[config.mk]
export PLATFORM = sky130hd
export DESIGN_NAME = keypad_bcd_encoder
export DESIGN_NICKNAME = d
export VERILOG_FILES = /design/src/rtl/keypad_bcd_encoder.sv
export SDC_FILE = /design/constraint.sdc
export NUM_CORES = 1
export LEC_CHECK = 0
export BUFFER_PORTS_ARGS = -buffer_cell sky130_fd_sc_hd__buf_2
export CORE_AREA = 8 8 68 70
export CTS_CLUSTER_DIAMETER = 100
export DETAILED_ROUTE_END_ITERATION = 6
export DIE_AREA = 0 0 76 78
export PLACE_DENSITY = 0.76
export SYNTH_ARGS = -nofsm -noshare
export SYNTH_HDL_FRONTEND = slang
export SYNTH_SLANG_ARGS = --single-unit
export TNS_END_PERCENT = 1
[constraint.sdc]
create_clock -name clk -period 2.6 [get_ports clk]
set_clock_uncertainty 0.15 [all_clocks]
set_input_delay 0.52 -clock clk [delete_from_list [all_inputs] [get_ports clk]]
set_output_delay 0.52 -clock clk [all_outputs]
set_load 0.02 [all_outputs]
[src/rtl/keypad_bcd_encoder.sv]
// Keypad (10 key lines) to BCD encoder: sync, debounce, multi-key reject, valid/ready output.
// Optional auto-repeat of a held single key is built when KEY_REPEAT_EN is defined.
module keypad_bcd_encoder #(
    parameter int DEBOUNCE_CYCLES = 16,
    parameter int REPEAT_DELAY    = 64,
    parameter int REPEAT_PERIOD   = 16
) (
    input  logic       clk,
    input  logic       reset_n,
    input  logic [9:0] key_in,
    output logic [3:0] bcd,
    output logic       bcd_valid,
    input  logic       bcd_ready,
    output logic       multi_err,
    output logic       overrun,
    input  logic       clr_overrun,
    output logic       busy
);

`ifdef KEY_REPEAT_EN
    localparam int RPT_MAX = (REPEAT_DELAY > REPEAT_PERIOD) ? REPEAT_DELAY : REPEAT_PERIOD;
    localparam int CNT_LIM = (RPT_MAX > DEBOUNCE_CYCLES) ? RPT_MAX : DEBOUNCE_CYCLES;
`else
    // Repeat parameters never influence sizing when auto-repeat is not built.
    localparam int CNT_LIM = DEBOUNCE_CYCLES + 0 * (REPEAT_DELAY + REPEAT_PERIOD);
`endif
    localparam int CNT_W = $clog2(CNT_LIM + 1);
    localparam logic [CNT_W-1:0] DEB_LAST = CNT_W'(DEBOUNCE_CYCLES - 1);

    typedef enum logic [1:0] {IDLE, DEBOUNCE, EMIT, HOLD} state_t;

    function automatic logic [3:0] key_code(input logic [9:0] k);
        logic [3:0] c;
        c = 4'd0;
        for (int i = 0; i < 10; i++) begin
            if (k[i]) c = 4'(i);
        end
        return c;
    endfunction

    function automatic logic is_multi(input logic [9:0] k);
        return (k & (k - 10'd1)) != 10'd0;
    endfunction

    logic [9:0]       sync1_q, sync1_d;
    logic [9:0]       key_s_q, key_s_d;
    state_t           state_q, state_d;
    logic [9:0]       sample_q, sample_d;
    logic [CNT_W-1:0] cnt_q, cnt_d;
    logic [3:0]       bcd_q, bcd_d;
    logic             bcd_valid_q, bcd_valid_d;
    logic             multi_err_q, multi_err_d;
    logic             overrun_q, overrun_d;
    logic             emit;
    logic             out_free;

`ifdef KEY_REPEAT_EN
    localparam logic [CNT_W-1:0] RPT_DELAY_LAST  = CNT_W'(REPEAT_DELAY - 1);
    localparam logic [CNT_W-1:0] RPT_PERIOD_LAST = CNT_W'(REPEAT_PERIOD - 1);
    logic [CNT_W-1:0] rpt_cnt_q, rpt_cnt_d;
    logic             rpt_arm_q, rpt_arm_d;
    logic             rpt_first_q, rpt_first_d;
`endif

    always_comb begin
        sync1_d     = key_in;
        key_s_d     = sync1_q;
        state_d     = state_q;
        sample_d    = sample_q;
        cnt_d       = cnt_q;
        bcd_d       = bcd_q;
        bcd_valid_d = bcd_valid_q;
        multi_err_d = 1'b0;
        overrun_d   = overrun_q;
        emit        = 1'b0;
        out_free    = !bcd_valid_q || bcd_ready;
`ifdef KEY_REPEAT_EN
        rpt_cnt_d   = rpt_cnt_q;
        rpt_arm_d   = rpt_arm_q;
        rpt_first_d = rpt_first_q;
`endif

        case (state_q)
            IDLE: begin
                if (key_s_q != 10'd0) begin
                    state_d  = DEBOUNCE;
                    sample_d = key_s_q;
                    cnt_d    = '0;
                end
            end
            DEBOUNCE: begin
                if (key_s_q == sample_q) begin
                    if (cnt_q == DEB_LAST) begin
                        cnt_d = '0;
                        if (is_multi(sample_q)) begin
                            multi_err_d = 1'b1;
                            state_d     = HOLD;
`ifdef KEY_REPEAT_EN
                            rpt_arm_d   = 1'b0;
`endif
                        end else begin
                            state_d = EMIT;
                        end
                    end else begin
                        cnt_d = cnt_q + 1'b1;
                    end
                end else if (key_s_q == 10'd0) begin
                    state_d = IDLE;
                end else begin
                    sample_d = key_s_q;
                    cnt_d    = '0;
                end
            end
            EMIT: begin
                emit    = 1'b1;
                state_d = HOLD;
                cnt_d   = '0;
`ifdef KEY_REPEAT_EN
                rpt_arm_d   = 1'b1;
                rpt_first_d = 1'b1;
                rpt_cnt_d   = '0;
`endif
            end
            HOLD: begin
                // cnt_q now counts consecutive released samples.
                if (key_s_q != 10'd0) begin
                    cnt_d = '0;
                end else if (cnt_q == DEB_LAST) begin
                    state_d = IDLE;
                end else begin
                    cnt_d = cnt_q + 1'b1;
                end
`ifdef KEY_REPEAT_EN
                if (key_s_q != sample_q) begin
                    rpt_arm_d = 1'b0;
                end else if (rpt_arm_q) begin
                    if (rpt_cnt_q == (rpt_first_q ? RPT_DELAY_LAST : RPT_PERIOD_LAST)) begin
                        emit        = 1'b1;
                        rpt_cnt_d   = '0;
                        rpt_first_d = 1'b0;
                    end else begin
                        rpt_cnt_d = rpt_cnt_q + 1'b1;
                    end
                end
`endif
            end
            default: state_d = IDLE;
        endcase

        if (clr_overrun) overrun_d = 1'b0;

        // A dropped emission sets overrun after the clear so that set wins.
        if (emit) begin
            if (out_free) begin
                bcd_d       = key_code(sample_q);
                bcd_valid_d = 1'b1;
            end else begin
                overrun_d = 1'b1;
            end
        end else if (bcd_valid_q && bcd_ready) begin
            bcd_valid_d = 1'b0;
        end
    end

    always_ff @(posedge clk or negedge reset_n) begin
        if (!reset_n) begin
            sync1_q     <= '0;
            key_s_q     <= '0;
            state_q     <= IDLE;
            sample_q    <= '0;
            cnt_q       <= '0;
            bcd_q       <= '0;
            bcd_valid_q <= 1'b0;
            multi_err_q <= 1'b0;
            overrun_q   <= 1'b0;
`ifdef KEY_REPEAT_EN
            rpt_cnt_q   <= '0;
            rpt_arm_q   <= 1'b0;
            rpt_first_q <= 1'b0;
`endif
        end else begin
            sync1_q     <= sync1_d;
            key_s_q     <= key_s_d;
            state_q     <= state_d;
            sample_q    <= sample_d;
            cnt_q       <= cnt_d;
            bcd_q       <= bcd_d;
            bcd_valid_q <= bcd_valid_d;
            multi_err_q <= multi_err_d;
            overrun_q   <= overrun_d;
`ifdef KEY_REPEAT_EN
            rpt_cnt_q   <= rpt_cnt_d;
            rpt_arm_q   <= rpt_arm_d;
            rpt_first_q <= rpt_first_d;
`endif
        end
    end

    assign bcd       = bcd_q;
    assign bcd_valid = bcd_valid_q;
    assign multi_err = multi_err_q;
    assign overrun   = overrun_q;
    assign busy      = (state_q != IDLE);

endmodule

==> flow_summary.json <==
{
  "initialDrtViolationCount": 90,
  "seqPwrFrac_pct": 63.4,
  "wl_per_cell_um": 15.0,
  "path_max_fanout": 10,
  "gr-total-overflow": 0,
  "critPathTopFamily": "simple AND/OR/NAND/NOR gates",
  "post_cts_resized": 0,
  "synthTopCellsByArea": "dfrtp_1 (56%), mux2_2 (5.2%), xor2_1 (4.5%), inv_1 (2.3%), nor2_1 (2.3%)",
  "finalCritPeriodShare_pct": 84.5,
  "leakagePower_nw": 0.940,
  "place_inst": 226,
  "dieHeight_um": 78,
  "end_kind": "flop",
  "layout.nets": 203,
  "clock_power_share_pct": 30.4,
  "dp_hpwl_mm": 2.61,
  "antenna_left": 0,
  "rsz0062_at_grt": "false",
  "place_congestion": 0.848,
  "synth_ff_type": "dfrtp_1",
  "cts_tree": "done",
  "crit_chain": "xor2_1, nor4_4, a41oi_4, nand2_4, mux2_2",
  "path_buf_inv": 0,
  "status": "finished, final reports clean",
  "synth-edff-count": 0,
  "max_clock_freq_ghz": 0.455,
  "ys_ff_latch": 44,
  "cts.path.max_buffers": 2,
  "ir_drop_mv": 0.477,
  "grt_pass1_vias": 1332,
  "hold_class": "in -> reg",
  "dieArea_um2": 5930,
  "cts_max_level": 2,
  "first_pass_iters": 4,
  "finish.utilization_pct": 61.7,
  "drv_slew": 0,
  "port_buffers": 21,
  "synth.most_common_cell": "dfrtp_1",
  "finalNonFillerCells": 235,
  "avgViaCountPerCell": 5.64,
  "cts_buffers": 5,
  "synth_largest_area_cell": "dfrtp_1",
  "ys_warn_count": 0,
  "coreArea_um2": 3550,
  "maxSlewHeadroom_pct": 69.4,
  "power-per-cell-area_nw_per_um2": 530,
  "totalWireLength_mm": 3.53,
  "drive_gt1_share_pct": 27.8,
  "clk_pin_slew_worst_paths_ps": 150,
  "p_sw_uw": 306,
  "cts_setup_buffers": 0,
  "fin_crit_ps": 2200,
  "swShare_pct": 26.4,
  "cp.arrival_ps": 2290,
  "grt_pass1_wl_mm": 6.03,
  "cts_hold_buf": 1,
  "ys_seq_area_share_pct": 56.3,
  "syn_area_um2": 1950,
  "synth.net_count": 176,
  "intPower_uw": 853,
  "place_area_um2": 2120,
  "report.final.setup_viol": 0,
  "crit_path_start_kind": "flop",
  "start_util_pct": 55.0,
  "synth.distinct_cells": 47,
  "insertion_delay_ps": 370,
  "synth_commonest_cells": "dfrtp_1 (44), inv_1 (12), nor2_1 (12)",
  "fin_area_um2": 2190,
  "critPathKind": "reg -> reg",
  "yosysTopAreaCellShare_pct": 56.3,
  "grt_start_max_net_pins": 33,
  "syn2layout_area_growth_pct": 12.0,
  "synthCells": 159,
  "io_pins": 22,
  "cpMaxStageDelayCell": "dfrtp_1",
  "num_rows": 22,
  "final_hold_viol_count": 0,
  "drc": 0,
  "clock_sinks": 44,
  "max_cap_violations": 0,
  "diodes": 0,
  "synth_area_per_cell_um2": 12.3,
  "pwr-share-comb_pct": 6.2,
  "synthArstFlopShare_pct": 100,
  "die_x_um": 76,
  "cts_root_buf": "clkbuf_4",
  "setup_tns_ps": 0,
  "track_usage_pct": 12.5,
  "vias": 1326,
  "cp_data_required_time_ps": 2700,
  "crit_path_max_incr_delay_ps": 490,
  "antenna_found_initial": 0,
  "worst_pin_slew_ps": 447
}
power groups by stage:
stage	clock network (mW)	registers [mW]	logic [mW]
floorplan	0	0.740	0.0425
global placement	0	0.745	0.0702
detailed placement	0	0.748	0.0725
CTS	0.365	0.735	0.0737
global route	0.393	0.739	0.0804
finish	0.353	0.735	0.0722
sequential cells by signal, indices dropped and copies added, names as in the netlist, named ones only:
signal and cells:
multi_err 1, cnt_q 5, overrun 1, key_s_q 10, state_q 1, sample_q 10
key_s_d 10, bcd_valid 1, bcd 4
worst reg2reg max path, cell delays in order, from the launching register on:
cell and delay (ps):
dfrtp_1 490, xor2_1 200, nor4_4 420, a41oi_4 270, nand2_4 210, mux2_2 350
layout by cell type (no fill, tap or decap), types with 2 or more instances in the layout:
master     instances
clkbuf_4           5
mux2_2             9
inv_1             12
nor2b_1            2
xor2_1            10
buf_2             21
nand2b_1           2
o31ai_1            2
inv_6              2
o211ai_1           3
a22o_2             2
nand2_1            3
nor4_4             2
dfrtp_1           44
o21ai_0            6
a21oi_1            4
o21bai_1           2
nand3_1            5
a2111oi_0          2
nor2_1            12
and2_1             2
ha_1               3
nand3b_1           2
o2111ai_1          2
metal layers:
metal / vias to the layer above / part of all wire, % / GRT usage, % / wire length, µm
met5: - / 0 / 0 / 0
met3: 7 / 5.9 / 4.61 / 208
li1: 629 / - / - / -
met2: 41 / 50 / 20.7 / 1750
met1: 649 / 42 / 13.9 / 1490
met4: 0 / 2.2 / 6.67 / 78
final timing paths:
kind                                   from           to  slack (ps)  cells after the start
worst max-delay path            sample_q[2]  sample_q[4]         400                      5
worst min-delay path              key_in[3]   key_s_d[3]         110                      1
worst max register to register  sample_q[2]  sample_q[4]         400                      5
worst min register to register   key_s_d[0]   key_s_q[0]         210                      0
max in group asynchronous           reset_n   key_s_d[0]        1190                      3
min in group asynchronous           reset_n      overrun         390                      2
cell families after synthesis:
family                   after synthesis  share of synthesized area, %
multiplexers                          10                          5.70
XOR/XNOR                              10                          4.48
flip-flops                            44                          56.3
buffers and inverters                 15                          2.88
AO/OA/AOI/OAI                         35                          14.5
AND/OR/NAND/NOR                       42                          14.1
adder cells (fa/ha/maj)                3                          1.92
layout make-up:
class	instances	area [µm²]
Tap cell	48	60.1
Fill cell	271	1360
Clock inverter	3	26.3
Inverter	12	45.0
Sequential cell	44	1100
Multi-Input combinational cell	100	797
Timing Repair Buffer	23	123
Clock buffer	5	37.5
metrics by stage:
step / setup WS [ps] / hold WS [ps] / power [mW]
after global routing: 265 / 69.6 / 1.21
final: 403 / 106 / 1.16
after global placement: 473 / 183 / 0.815
after detailed placement: 428 / 187 / 0.820
after CTS: 399 / 86.8 / 1.17
after floorplan: 646 / 74.4 / 0.782
Note: power is estimated with default switching activity, not from simulation.
